[config.mk]
export PLATFORM = sky130hd
export DESIGN_NAME = alu_sequencer
export DESIGN_NICKNAME = d
export VERILOG_FILES = /design/src/rtl/alu_sequencer_pkg.sv /design/src/rtl/alu_sequencer_ir_decode.sv /design/src/rtl/alu_sequencer.sv
export SDC_FILE = /design/constraint.sdc
export NUM_CORES = 1
export LEC_CHECK = 0
export BUFFER_PORTS_ARGS = -buffer_cell sky130_fd_sc_hd__buf_2
export CAP_MARGIN = 20
export CORE_UTILIZATION = 46
export DETAILED_ROUTE_END_ITERATION = 10
export PLACE_DENSITY = 0.81
export SYNTH_ARGS = -nofsm -noshare
export SYNTH_HDL_FRONTEND = slang
export SYNTH_HIERARCHICAL = 1
export SYNTH_SLANG_ARGS = --single-unit
[constraint.sdc]
create_clock -name clk -period 2.1 [get_ports clk]
set_input_delay 0.105 -clock clk [delete_from_list [all_inputs] [get_ports clk]]
set_output_delay 0.105 -clock clk [all_outputs]
set_load 0.005 [all_outputs]
[src/rtl/alu_sequencer_pkg.sv]
// Shared definitions for the ALU instruction sequencer: state encoding,
// opcode values, instruction-class tags and IR field positions.
package alu_sequencer_pkg;

    typedef enum logic [2:0] {
        ST_IDLE = 3'd0,
        ST_T0   = 3'd1,
        ST_T1   = 3'd2,
        ST_T2   = 3'd3,
        ST_T3   = 3'd4,
        ST_T4   = 3'd5,
        ST_T5   = 3'd6,
        ST_T6   = 3'd7
    } state_e;

    typedef enum logic [1:0] {
        CLS_REG    = 2'd0,
        CLS_IMM    = 2'd1,
        CLS_MULDIV = 2'd2,
        CLS_UNARY  = 2'd3
    } op_class_e;

    localparam logic [4:0] OP_ADD  = 5'b00011;
    localparam logic [4:0] OP_SUB  = 5'b00100;
    localparam logic [4:0] OP_AND  = 5'b00101;
    localparam logic [4:0] OP_OR   = 5'b00110;
    localparam logic [4:0] OP_ROR  = 5'b00111;
    localparam logic [4:0] OP_ROL  = 5'b01000;
    localparam logic [4:0] OP_SHR  = 5'b01001;
    localparam logic [4:0] OP_SHRA = 5'b01010;
    localparam logic [4:0] OP_SHL  = 5'b01011;
    localparam logic [4:0] OP_ADDI = 5'b01100;
    localparam logic [4:0] OP_ANDI = 5'b01101;
    localparam logic [4:0] OP_ORI  = 5'b01110;
    localparam logic [4:0] OP_DIV  = 5'b01111;
    localparam logic [4:0] OP_MUL  = 5'b10000;
    localparam logic [4:0] OP_NEG  = 5'b10001;
    localparam logic [4:0] OP_NOT  = 5'b10010;

    localparam int IR_OP_MSB = 31;
    localparam int IR_OP_LSB = 27;
    localparam int IR_RA_MSB = 26;
    localparam int IR_RA_LSB = 23;
    localparam int IR_RB_MSB = 22;
    localparam int IR_RB_LSB = 19;
    localparam int IR_RC_MSB = 18;
    localparam int IR_RC_LSB = 15;
    localparam int IR_C_MSB  = 18;

endpackage

[src/rtl/alu_sequencer_ir_decode.sv]
// Combinational IR decode: field extraction, register one-hots,
// instruction class, legality and sign-extended immediate.
module alu_sequencer_ir_decode
    import alu_sequencer_pkg::*;
#(
    parameter int NUM_REGS = 16
) (
    input  logic [31:0]         ir_in,
    output logic [4:0]          op,
    output op_class_e           op_class,
    output logic                legal,
    output logic [NUM_REGS-1:0] ra_oh,
    output logic [NUM_REGS-1:0] rb_oh,
    output logic [NUM_REGS-1:0] rc_oh,
    output logic [31:0]         c_sext
);

    logic [3:0] ra;
    logic [3:0] rb;
    logic [3:0] rc;
    logic       op_known;
    logic       ra_ok;
    logic       rb_ok;
    logic       rc_ok;

    always_comb begin
        op       = ir_in[IR_OP_MSB:IR_OP_LSB];
        ra       = ir_in[IR_RA_MSB:IR_RA_LSB];
        rb       = ir_in[IR_RB_MSB:IR_RB_LSB];
        rc       = ir_in[IR_RC_MSB:IR_RC_LSB];
        op_known = 1'b1;
        op_class = CLS_REG;

        case (op)
            OP_ADD, OP_SUB, OP_AND, OP_OR, OP_ROR,
            OP_ROL, OP_SHR, OP_SHRA, OP_SHL: op_class = CLS_REG;
            OP_ADDI, OP_ANDI, OP_ORI:        op_class = CLS_IMM;
            OP_MUL, OP_DIV:                  op_class = CLS_MULDIV;
            OP_NEG, OP_NOT:                  op_class = CLS_UNARY;
            default:                         op_known = 1'b0;
        endcase

        // rc is only a register operand for three-register ops
        ra_ok = 32'(ra) < 32'(NUM_REGS);
        rb_ok = 32'(rb) < 32'(NUM_REGS);
        rc_ok = 32'(rc) < 32'(NUM_REGS);
        legal = op_known && ra_ok && rb_ok && (rc_ok || (op_class != CLS_REG));
    end

    always_comb begin
        ra_oh = '0;
        rb_oh = '0;
        rc_oh = '0;
        for (int i = 0; i < NUM_REGS; i++) begin
            ra_oh[i] = (ra == 4'(i));
            rb_oh[i] = (rb == 4'(i));
            rc_oh[i] = (rc == 4'(i));
        end
    end

    assign c_sext = {{13{ir_in[IR_C_MSB]}}, ir_in[IR_C_MSB:0]};

endmodule

[src/rtl/alu_sequencer.sv]
// Control sequencer for a register/ALU datapath: fetches over a ready-gated
// memory read, decodes IR and drives one-hot datapath control per step.
//
// state | meaning
// IDLE  | parked, waiting for run
// T0    | PC to MAR, PC increment
// T1    | memory read into MDR, wait for mem_ready
// T2    | MDR to IR
// T3    | first operand to Y (or unary op to Z); illegal exit
// T4    | second operand / immediate through ALU into Z
// T5    | Z low to destination register or LO
// T6    | Z high to HI (mul/div only)
module alu_sequencer
    import alu_sequencer_pkg::*;
#(
    parameter int NUM_REGS = 16,
    parameter int CNT_W    = 16
) (
    input  logic                clk,
    input  logic                clr,
    input  logic                run,
    input  logic                mem_ready,
    input  logic [31:0]         ir_in,
    output logic                pc_out,
    output logic                pc_increment,
    output logic                mar_enable,
    output logic                read,
    output logic                mdr_enable,
    output logic                mdr_out,
    output logic                ir_enable,
    output logic                y_enable,
    output logic                z_enable,
    output logic                zlo_out,
    output logic                zhi_out,
    output logic                pc_enable,
    output logic                lo_enable,
    output logic                hi_enable,
    output logic                c_out,
    output logic                illegal,
    output logic                instr_done,
    output logic [NUM_REGS-1:0] reg_out,
    output logic [NUM_REGS-1:0] reg_enable,
    output logic [4:0]          op_code,
    output logic [31:0]         c_sext,
    output logic [CNT_W-1:0]    instr_count
);

    state_e               state_q;
    state_e               state_d;
    logic [CNT_W-1:0]     count_q;
    logic [CNT_W-1:0]     count_d;

    logic [4:0]           dec_op;
    op_class_e            dec_class;
    logic                 dec_legal;
    logic [NUM_REGS-1:0]  ra_oh;
    logic [NUM_REGS-1:0]  rb_oh;
    logic [NUM_REGS-1:0]  rc_oh;
    logic [31:0]          dec_c_sext;

    alu_sequencer_ir_decode #(
        .NUM_REGS (NUM_REGS)
    ) u_ir_decode (
        .ir_in    (ir_in),
        .op       (dec_op),
        .op_class (dec_class),
        .legal    (dec_legal),
        .ra_oh    (ra_oh),
        .rb_oh    (rb_oh),
        .rc_oh    (rc_oh),
        .c_sext   (dec_c_sext)
    );

    // Held at zero while clr is low so every output clears with the reset
    assign c_sext      = clr ? dec_c_sext : 32'd0;
    assign instr_count = count_q;

    always_ff @(posedge clk or negedge clr) begin
        if (!clr) begin
            state_q <= ST_IDLE;
            count_q <= '0;
        end else begin
            state_q <= state_d;
            count_q <= count_d;
        end
    end

    always_comb begin
        state_d      = state_q;
        pc_out       = 1'b0;
        pc_increment = 1'b0;
        mar_enable   = 1'b0;
        read         = 1'b0;
        mdr_enable   = 1'b0;
        mdr_out      = 1'b0;
        ir_enable    = 1'b0;
        y_enable     = 1'b0;
        z_enable     = 1'b0;
        zlo_out      = 1'b0;
        zhi_out      = 1'b0;
        pc_enable    = 1'b0;
        lo_enable    = 1'b0;
        hi_enable    = 1'b0;
        c_out        = 1'b0;
        illegal      = 1'b0;
        instr_done   = 1'b0;
        reg_out      = '0;
        reg_enable   = '0;
        op_code      = 5'd0;

        case (state_q)
            ST_IDLE: begin
                if (run) state_d = ST_T0;
            end
            ST_T0: begin
                pc_out       = 1'b1;
                mar_enable   = 1'b1;
                pc_increment = 1'b1;
                state_d      = ST_T1;
            end
            ST_T1: begin
                read       = 1'b1;
                mdr_enable = 1'b1;
                pc_enable  = 1'b1;
                if (mem_ready) state_d = ST_T2;
            end
            ST_T2: begin
                mdr_out   = 1'b1;
                ir_enable = 1'b1;
                state_d   = ST_T3;
            end
            ST_T3: begin
                if (!dec_legal) begin
                    illegal    = 1'b1;
                    instr_done = 1'b1;
                    state_d    = run ? ST_T0 : ST_IDLE;
                end else if (dec_class == CLS_UNARY) begin
                    reg_out  = rb_oh;
                    op_code  = dec_op;
                    z_enable = 1'b1;
                    state_d  = ST_T5;
                end else begin
                    reg_out  = (dec_class == CLS_MULDIV) ? ra_oh : rb_oh;
                    y_enable = 1'b1;
                    state_d  = ST_T4;
                end
            end
            ST_T4: begin
                op_code  = dec_op;
                z_enable = 1'b1;
                case (dec_class)
                    CLS_REG:    reg_out = rc_oh;
                    CLS_IMM:    c_out   = 1'b1;
                    CLS_MULDIV: reg_out = rb_oh;
                    default:    reg_out = '0;
                endcase
                state_d = ST_T5;
            end
            ST_T5: begin
                zlo_out = 1'b1;
                if (dec_class == CLS_MULDIV) begin
                    lo_enable = 1'b1;
                    state_d   = ST_T6;
                end else begin
                    reg_enable = ra_oh;
                    instr_done = 1'b1;
                    state_d    = run ? ST_T0 : ST_IDLE;
                end
            end
            ST_T6: begin
                zhi_out    = 1'b1;
                hi_enable  = 1'b1;
                instr_done = 1'b1;
                state_d    = run ? ST_T0 : ST_IDLE;
            end
            default: state_d = ST_IDLE;
        endcase

        count_d = count_q;
        if (instr_done && !illegal) count_d = count_q + CNT_W'(1);
    end

endmodule

Word-level counts from Yosys, hierarchy flattened
Cells that the tools add are included.
{"block": "totals", "register_bits": 19, "output_inout_bits": 102, "word_cells": 127}
{"block": "op_classes", "n_addsub": 1, "eq_ne": 73, "n_mux": 39, "reduce_logical": 12}
{"cell": "equality test 4 bit (second input constant)", "count": 24}
{"cell": "2-to-1 mux 16 bit", "count": 5}
{"cell": "case mux 16 bit (2 select lines)", "count": 2}
{"cell": "equality test 4 x 3 -> 1 bit (second input constant)", "count": 12}
{"cell": "equality test 5 x 4 -> 1 bit (second input constant)", "count": 8}
{"cell": "2-to-1 mux 32 bit", "count": 1}
{"cell": "equality test 4 x 2 -> 1 bit (second input constant)", "count": 6}
{"cell": "case mux 3 bit (8 select lines)", "count": 1}
{"cell": "equality test 5 x 3 -> 1 bit (second input constant)", "count": 4}
{"cell": "2-to-1 mux 1 bit", "count": 19}
{"cell": "adder 16 x 1 -> 16 bit (second input constant)", "count": 1}
{"cell": "OR reduction 16 bit", "count": 1}
{"cell": "equality test 5 bit (second input constant)", "count": 3}
{"cell": "equality test 3 bit (second input constant)", "count": 4}
{"cell": "equality test 4 x 1 -> 1 bit (second input constant)", "count": 3}
{"cell": "logical NOT 4 bit", "count": 3}
{"cell": "2-to-1 mux 3 bit", "count": 4}
{"cell": "2-to-1 mux 5 bit", "count": 2}
{"cell": "case mux 5 bit (2 select lines)", "count": 1}
{"cell": "equality test 3 x 2 -> 1 bit (second input constant)", "count": 2}
{"cell": "case mux 2 bit (3 select lines)", "count": 1}
{"cell": "equality test 5 x 2 -> 1 bit (second input constant)", "count": 1}
{"cell": "equality test 2 bit (second input constant)", "count": 2}
{"cell": "!= test 2 bit (second input constant)", "count": 2}
{"cell": "12 further kinds", "count": 13}

Longest topological paths before layout
Gate-level depths: netlist (run 1).
{"block": "logic_depth", "word_depth": 8, "mapped_depth": 8, "ltp_nobuf": 7}

By module
The synthesis (run 1) kept the hierarchy.
{"module": "alu_sequencer", "instances": 1, "cells_each": 219, "area_per_inst_um2": 1905.6}
{"module": "alu_sequencer_ir_decode", "instances": 1, "cells_each": 112, "area_per_inst_um2": 713.2}

Worst setup path after synthesis (run 1)
Ideal clock, no wire load.
{"block": "synth_timing", "kind": "input-to-reg", "startpoint": "input port ir_in[30]", "endpoint": "register count_q[11], in the netlist instr_count[11]", "setup_ns": 0.124, "t_arrival_ns": 1.656, "required_time_ns": 1.976, "path_slack_ns": 0.320, "cell_stages": 7, "n_path_buf": 0, "path_cell_list": "nor2b_1 -> mux2i_1 -> nor3_1 -> nor3b_4 -> nor4_4 -> nand4_1 -> xnor2_1"}
{"block": "synth_between", "elab_chain_cells": 7, "word_cells_on_any_way": 29, "cone_classes": "17 x eq/ne; 6 x mux; 6 x reduce/logical"}
{"item": "start: declaration", "line": "alu_sequencer.sv:23", "source": "input logic [31:0] ir_in,"}
{"item": "equality test 5 x 4 -> 1 bit or equality test 5 bit (tied branches)", "line": "alu_sequencer_ir_decode.sv:34", "source": "case (op)"}
{"item": "OR reduction 3 bit or OR reduction 2 bit (tied branches)"}
{"item": "case mux 2 bit (3 select lines) *", "line": "alu_sequencer_ir_decode.sv:34"}
{"item": "named net dec_class[0]", "line": "alu_sequencer.sv:54", "source": "op_class_e dec_class;"}
{"item": "equality test 2 bit *", "line": "alu_sequencer.sv:161", "source": "if (dec_class == CLS_MULDIV) begin"}
{"item": "2-to-1 mux 1 bit *", "line": "alu_sequencer.sv:161"}
{"item": "case mux 1 bit (3 select lines) *", "line": "alu_sequencer.sv:111", "source": "case (state_q)"}
{"item": "logical AND 1 bit *", "line": "alu_sequencer.sv:180", "source": "if (instr_done && !illegal) count_d = count_q + CNT_W'(1);"}
{"item": "end signal: assignment", "line": "alu_sequencer.sv:84", "source": "count_q <= count_d;"}
{"item": "end: declaration", "line": "alu_sequencer.sv:50", "source": "logic [CNT_W-1:0] count_q;"}
Mark *: on every way through the listed nets, which the timed path passes. The rest lies on a longest branch.
A chain may end at the register's enable or synchronous reset.

Final worst setup path (run 1)
{"block": "layout_timing", "startpoint": "input port ir_in[28]", "endpoint": "output port instr_done"}
{"block": "layout_between", "elab_chain_cells": 6, "word_cells_on_any_way": 26, "cone_classes": "17 x eq/ne; 5 x mux; 4 x reduce/logical"}
{"item": "equality test 5 x 4 -> 1 bit or equality test 5 bit (tied branches)", "line": "alu_sequencer_ir_decode.sv:34"}
{"item": "OR reduction 3 bit or OR reduction 2 bit (tied branches)"}
{"item": "case mux 2 bit (3 select lines) *", "line": "alu_sequencer_ir_decode.sv:34"}
{"item": "named net dec_class[1]", "line": "alu_sequencer.sv:54"}
{"item": "equality test 2 bit *", "line": "alu_sequencer.sv:161"}
{"item": "2-to-1 mux 1 bit *", "line": "alu_sequencer.sv:161"}
{"item": "case mux 1 bit (3 select lines) *", "line": "alu_sequencer.sv:111"}
{"item": "end: declaration", "line": "alu_sequencer.sv:40", "source": "output logic instr_done,"}
Marked as above.

==> results of run 1 <==
[power by group]
group | internal (mW) | leakage, nW | switching [mW]
Sequential | 0.449 | 0.250 | 0.183
Combinational | 0.432 | 1.41 | 0.460
Clock | 0.135 | 0.0228 | 0.118
Total | 1.02 | 1.68 | 0.761
[path summary, 6_finish.rpt]
path | end | slack, ns | cells past startpoint
hold reg to reg | instr_count[15] | 0.47 | 1
max in group asynchronous | instr_count[7] | 1.19 | 3
min in group asynchronous | instr_count[15] | 0.35 | 2
setup reg to reg | instr_count[11] | 0.50 | 4
hold / removal | state_q[0] | 0.18 | 3
setup / recovery | instr_done | 0.22 | 8
[flip-flops by register name, indices dropped and copies added (netlist names)]
name         cells
instr_count     16
state_q          3
[layout by cell type, fill, tap and decap left out, drive strengths merged, types with 2 or more instances in the layout]
cell type  count
and2          39
clkbuf         4
buf          145
nand2b        14
xor2           2
inv            2
and4           2
nor2b          2
a21oi          4
nand3          5
nand4          7
nor3b          3
dfrtp         19
nand2         13
nor4           4
xnor2         14
nor2          32
nor3          28
o22ai         16
mux2i         34
and3          20
[critical path, cell delays in order]
cell     delay, ns
buf_2         0.11
and2_4        0.16
nor3_2        0.16
a32o_1        0.30
nor3b_4       0.39
nor2_2        0.15
or2_2         0.29
buf_2         0.13
[cells by family (layout without fill, tap and decap cells)]
group / count (synthesis) / after routing / share of synthesized area, %
xor+xnor: 16 / 16 / 5.35
flops: 19 / 19 / 18.2
mux: 35 / 35 / 13.4
compound gates: 26 / 26 / 6.50
buf+inv: 62 / 152 / 16.2
fa+ha+maj: 1 / 1 / 0.478
simple gates: 172 / 172 / 39.9
[area by class of cell]
cell class	count	area (µm²)
timing repair buffer	146	768
sequential	19	475
fill	483	2400
inverter	2	7.51
multi-input combinational	250	1720
tap	72	90.1
clock buffer	4	45.0
[metrics by stage]
step	instances	hold WS, ns	setup WS [ns]	total power [mW]	area, µm²
final	493	0.176	0.217	1.78	3110
after global routing	493	0.216	0.107	1.91	3110
after CTS	493	0.180	0.221	1.78	3110
after detailed placement	488	0.0952	0.219	1.53	3050
after global placement	488	0.0795	0.286	1.50	3050
after floorplan	331	-0.191	0.320	1.26	2620
[routing by layer]
metal  up-vias  part of all wire (%)  track usage [%]
met2       112                    50             35.3
met5         -                     0                0
li1       1305                     -                -
met4         0                   1.0             3.77
met3        11                   5.9             2.59
met1      1250                    43             25.5
==> impl_metrics.toml, run 1 <==
[global_route]
track_usage_pct = 19.8
grt.overflow.total = 0
grt_max_degree = 41
grt_pass1_vias = 2226
antenna_found_initial = 0
grt_pass1_wl_um = 9880

[synth]
synth-edff-count = 0
synth.avg_cell_area_um2 = 7.91
synth_warnings = 6
ys_ff_latch = 19
synth_nets = 368
synth_cells = 331
yosys.area.top_type_share_pct = 18.2
synth-seq-area-share_pct = 18.2
netlist_area_um2 = 2620
yosys-top-cells-area = "dfrtp_1 (18%), buf_4 (13%), mux2i_1 (13%)"
yosys.area.top_type = "dfrtp_1"
yosysUniqueCellTypes = 42
netlist_top_cells_count = "buf_4 (47), and2_1 (38), mux2i_1 (34)"
ys.flop_type = "dfrtp_1"
synth.most_common_cell = "buf_4"
async_reset_ff_share_pct = 100

[job]
maxCapViolations = 0

[worst_setup_path]
critPathArrivalTime_ns = 1.78
setup.worst_path.start_class = "primary input"
critPathRequiredTime_ns = 2.00
crit_fanout = 8
startpoint = "ir_in[28]"
crit_type = "primary input to primary output"
r2r-start = "state_q[2]"
cp-end-kind = "primary output"

[route]
viasPerCell = 5.43
num_vias = 2678
dr.pass1.iters = 4
wire_per_inst_um = 12.7
drc = 0
drt-total-wl_um = 6250
antenna_left = 0
drtIter0Drc = 99

[timing]
final.setup.tns_ns = 0
finalCriticalPeriod_ns = 1.88
drv_slew = 0
tightest_slew_ns = 0.510
rsz0062_at_grt = "false"
relSlewSlack_pct = 66.0
skew_ns = 0.00436
setup_viol = 0
max_freq_mhz = 531
fin_crit_sh_pct = 89.7
hold_viol_final = 0

[clock_tree]
cts_made_buffers = 3
post_cts_buffers = 0
h-tree-depth = 1
insertion_delay_ns = 0.26
cts_resized = 0
clock_sinks = 19
cts.root.buffer_cell = "clkbuf_8"
cts_tree = "done"
cts.path.max_buffers = 2
cts_hold_buf = 1
path_clk_slew_ns = 0.07

[floorplanning]
core_um2 = 5510
start_util_pct = 47.6
die_area_um2 = 6000
chipWidth_um = 77.5
dieHeight_um = 77.5
io_pins = 138
rows = 27

[final_layout]
drive_gt1_share_pct = 39.7
fin_util_pct = 56.4
syn_to_final_growth_pct = 18.6
nets = 459
n_antenna_cell = 0

[place]
place_hpwl_um = 5000
gp_congestion = 0.911
io_buffers = 137

[pwr]
leakage_nw = 1.68
ir_drop_mv = 0.649
cellPowerDensity_nw_per_um2 = 572

[min_path]
hold_path.class = "primary input to register"
worstHoldStart = "mem_ready"

[status]
status = "completed"
Power figures use the tool's default switching activity.
==> run 2: changes to the inputs <==
--- a/config.mk
+++ b/config.mk
@@ -5,7 +5,7 @@
 export SDC_FILE = /design/constraint.sdc
 export NUM_CORES = 1
 export LEC_CHECK = 0
-export BUFFER_PORTS_ARGS = -buffer_cell sky130_fd_sc_hd__buf_2
+export BUFFER_PORTS_ARGS = -buffer_cell sky130_fd_sc_hd__clkbuf_2
 export CAP_MARGIN = 20
 export CORE_UTILIZATION = 46
 export DETAILED_ROUTE_END_ITERATION = 10
==> impl_metrics.toml, run 2 (synthesis gave the netlist of run 1 again) <==
[final_layout]
n_antenna_cell = 0
final_common_cell = "clkbuf_2"
multi_input_area_um2 = 1720
largest_reg_flops = 16
nFillCells = 509
seq_area_um2 = 475
fin_cells = 493
final_cell_mix = "clkbuf_2 (137), and2_1 (38), mux2i_1 (34)"
syn_to_final_growth_pct = 18.5
drive_gt1_share_pct = 40.1
nets = 459

[floorplanning]
rows = 27
chipWidth_um = 77.5
die_area_um2 = 6000
start_util_pct = 47.6
dieHeight_um = 77.5
core_um2 = 5510
io_pins = 138

[clock_tree]
cts_made_buffers = 3
cts_tree = "done"
post_cts_buffers = 0
cts.root.buffer_cell = "clkbuf_8"
cts_hold_buf = 0
h-tree-depth = 1
clock_sinks = 19
cts_resized = 0
insertion_delay_ns = 0.25
path_clk_slew_ns = 0.07
cts.path.max_buffers = 2

[global_route]
grt_pass1_vias = 2269
grt.overflow.total = 0
grt_pass1_wl_um = 10300
antenna_found_initial = 0
track_usage_pct = 20.6
grt_max_degree = 34

[route]
drt-total-wl_um = 6280
wire_per_inst_um = 12.7
viasPerCell = 5.33
dr.pass1.iters = 4
drc = 0
drtIter0Drc = 132
antenna_left = 0
num_vias = 2628

[pwr]
power.internal_mw = 1.01
p_comb_share_pct = 50.2
leakage_nw = 1.63
cellPowerDensity_nw_per_um2 = 575
p_seq_share_pct = 35.8
p_sw_share_pct = 43.3
clkPwrFrac_pct = 13.9
power.switching_mw = 0.773
ir_drop_mv = 0.473

[worst_setup_path]
crit_fanout = 8
reg2reg_depth = 4
critPathRequiredTime_ns = 2.00
cp-end-kind = "primary output"
critPathArrivalTime_ns = 1.79
crit_type = "primary input to primary output"
setup.worst_path.start_class = "primary input"

[place]
io_buffers = 137
gp_congestion = 0.912
place_hpwl_um = 5050
dp_cells = 489
place_ws_ns = 0.212

[job]
maxCapViolations = 0

[timing]
skew_ns = 0.00243
drv_slew = 0
whs_ns = 0.146
setup_viol = 0
fin_crit_sh_pct = 90.2
rsz0062_at_grt = "false"
relSlewSlack_pct = 71.6
max_freq_mhz = 528
setup_ws_ns = 0.206
finalCriticalPeriod_ns = 1.89
final.setup.tns_ns = 0
tightest_slew_ns = 0.422
hold_viol_final = 0

[status]
status = "completed"

[min_path]
hold_path.class = "primary input to asynchronous set/reset pin"
[run 2: per-layer routing]
| layer | up-vias | track usage, % | part of all wire, % |
|---|---|---|---|
| li1 | 1311 | - | - |
| met1 | 1204 | 27.3 | 44 |
| met2 | 105 | 36.0 | 50 |
| met3 | 8 | 2.00 | 5.2 |
| met4 | 0 | 4.34 | 0.91 |
| met5 | - | 0 | 0 |
[run 2: stage by stage]
step | utilization (%) | instance area, µm² | total power [mW]
finish | 56.4 | 3100 | 1.78
global route | 56.4 | 3100 | 1.93
CTS | 56.4 | 3100 | 1.80
detailed placement | 55.5 | 3060 | 1.54
global placement | 55.5 | 3060 | 1.51
floorplan | - | 2620 | 1.26
[run 2: critical path: stages]
cell,delay [ns]
clkbuf_2,0.10
and2_4,0.16
nor3_2,0.17
a32o_1,0.31
nor3b_4,0.39
nor2_2,0.15
or2_2,0.29
clkbuf_2,0.11
[run 2: path summary, 6_finish.rpt]
check / start / end / slack, ns
setup / recovery: ir_in[28] / instr_done / 0.21
min in group clk: mem_ready / state_q[0] / 0.17
max in group asynchronous: clr / instr_count[8] / 1.75
hold reg to reg: instr_count[15] / instr_count[15] / 0.47
hold / removal: clr / instr_count[6] / 0.15
setup reg to reg: state_q[2] / instr_count[15] / 0.54
[run 2: power groups by stage]
stage                     sequential, mW  combinational, mW  clock, mW
after floorplan                    0.544              0.713          0
after global placement             0.639              0.872          0
after detailed placement           0.645              0.897          0
after CTS                          0.640              0.901      0.255
after global routing               0.661              0.994      0.279
final                              0.640              0.896      0.249
[run 2: area by class of cell]
cell class | count | area share [%]
sequential | 19 | 15.3
clock inverter | 1 | 0.161
tap | 72 | 2.90
inverter | 2 | 0.242
timing repair buffer | 146 | 24.7
multi-input combinational | 250 | 55.4
clock buffer | 3 | 1.33
==> run 3: changes to the inputs <==
--- a/config.mk
+++ b/config.mk
@@ -9,6 +9,7 @@
 export CAP_MARGIN = 20
 export CORE_UTILIZATION = 46
 export DETAILED_ROUTE_END_ITERATION = 10
+export GPL_TIMING_DRIVEN = 0
 export PLACE_DENSITY = 0.81
 export SYNTH_ARGS = -nofsm -noshare
 export SYNTH_HDL_FRONTEND = slang
==> impl_metrics.toml, run 3 (synthesis gave the netlist of run 1 again) <==
[timing]
relSlewSlack_pct = 62.2
setup_viol = 0
skew_ns = 0.00592
setup_ws_ns = 0.154
fin_crit_sh_pct = 92.7
tightest_slew_ns = 0.567
max_freq_mhz = 514
hold_viol_final = 0
drv_slew = 0
finalCriticalPeriod_ns = 1.95

[floorplanning]
io_pins = 138
dieHeight_um = 77.5
core_um2 = 5510
rows = 27
start_util_pct = 47.6
die_area_um2 = 6000
chipWidth_um = 77.5

[pwr]
p_comb_share_pct = 58.2
ir_drop_mv = 0.527
p_sw_share_pct = 41.6
cellPowerDensity_nw_per_um2 = 565
fin_total_pwr_mw = 1.93
leakage_nw = 1.81
clkPwrFrac_pct = 13.0
power.internal_mw = 1.13
power.switching_mw = 0.804
p_seq_share_pct = 28.7

[final_layout]
nets = 501
nFillCells = 496
final_cell_mix = "clkbuf_2 (122), buf_4 (52), and2_1 (38)"
multi_input_area_um2 = 1730
n_antenna_cell = 0
seq_area_um2 = 475
syn_to_final_growth_pct = 30.7
final_common_cell = "clkbuf_2"
largest_reg_flops = 16
drive_gt1_share_pct = 44.1

[route]
drtIter0Drc = 122
antenna_left = 0
wire_per_inst_um = 12.8
drt-total-wl_um = 6870
top_layer = "met4"
drc = 0
wl_met1_um = 2910
dr.pass1.iters = 4
num_vias = 2804
viasPerCell = 5.24
wl_met2_um = 3380
dr_wl_met3_um = 521

[global_route]
track_usage_pct = 22.0
grt.overflow.total = 0
grt_max_degree = 25
grt_pass1_vias = 2491
grt_pass1_wl_um = 11100
antenna_found_initial = 0

[min_path]
worstHoldStart = "mem_ready"
hold_path.class = "primary input to register"

[worst_setup_path]
startpoint = "ir_in[28]"
crit_fanout = 10
setup.worst_path.start_class = "primary input"
crit_type = "primary input to primary output"
cp-end-kind = "primary output"
r2r-start = "state_q[0]"
critPathArrivalTime_ns = 1.84
critPathRequiredTime_ns = 2.00

[clock_tree]
h-tree-depth = 1
cts_tree = "done"
path_clk_slew_ns = 0.06
clock_sinks = 19
cts.root.buffer_cell = "clkbuf_8"
cts.path.max_buffers = 2
cts_made_buffers = 3
insertion_delay_ns = 0.26

[place]
gp_congestion = 0.927
io_buffers = 122
place_ws_ns = -0.201
place_hpwl_um = 5490

[status]
status = "completed"

[job]
maxCapViolations = 0
-- run 3: changes by cell type in the layout (fill, tap and decap cells not counted), moves of 6 or more --
cell      delta
buf_2        +6
clkbuf_2    -15
clkbuf_1     +7
buf_4       +44
-- run 3: metrics by stage --
stage,hold WS [ns],area [µm²],utilization [%],std cells,setup TNS (ns)
2_1_floorplan,-0.191,2620,-,331,0
3_3_place_gp,0.115,3320,60.3,525,-2.70
3_5_place_dp,0.125,3320,60.3,525,-4.96
4_1_cts,0.200,3380,61.4,530,0
5_1_grt,0.220,3420,62.2,535,-0.000738
6_report,0.210,3420,62.2,535,0
-- run 3: power by group through the flow --
| stage | Clock, mW | Sequential, mW | Combinational [mW] |
|---|---|---|---|
| 3_3_place_gp | 0 | 0.558 | 1.07 |
| 4_1_cts | 0.260 | 0.558 | 1.11 |
| 5_1_grt | 0.278 | 0.570 | 1.24 |
| 2_1_floorplan | 0 | 0.544 | 0.713 |
| 3_5_place_dp | 0 | 0.565 | 1.10 |
| 6_report | 0.252 | 0.555 | 1.13 |
-- run 3: final timing paths --
kind,to,slack (ns),cells past startpoint
worst max-delay path,reg_out[9],0.15,9
worst min-delay path,state_q[0],0.21,3
worst max register to register,state_q[0],0.66,6
worst min register to register,instr_count[15],0.47,1
max in group asynchronous,instr_count[8],1.35,2
min in group asynchronous,instr_count[10],0.38,2
-- run 3: area by class of cell --
| cell class | count | area share, % |
|---|---|---|
| Multi-Input combinational cell | 250 | 50.5 |
| Timing Repair Buffer | 128 | 19.2 |
| Sequential cell | 19 | 13.9 |
| Buffer | 60 | 12.2 |
| Tap cell | 72 | 2.63 |
| Clock buffer | 4 | 1.32 |
| Inverter | 2 | 0.219 |
-- run 3: repair_timing --
| item | in CTS | in global routing |
|---|---|---|
| hold endpoints to repair | 19 | 0 |
| pin swaps | 0 | 2 |
| setup buffers | 0 | 5 |
| setup endpoints to repair | 34 | 24 |
| resized for setup | 1 | 1 |
| hold buffers | 1 | 0 |
| gates cloned | 0 | 0 |
-- run 3: metal layers --
layer  up-vias  global-route usage (%)
li1       1384                       -
met1      1280                    29.0
met2       130                    37.1
met3        10                    3.65
met4         0                    5.09
met5         -                       0
-- run 3: worst max-delay path, stage by stage --
cell      delay, ns
clkbuf_2       0.10
and2_4         0.17
nor3_2         0.16
a32o_1         0.24
buf_4          0.24
buf_2          0.33
mux2i_1        0.23
o22ai_1        0.11
clkbuf_2       0.14
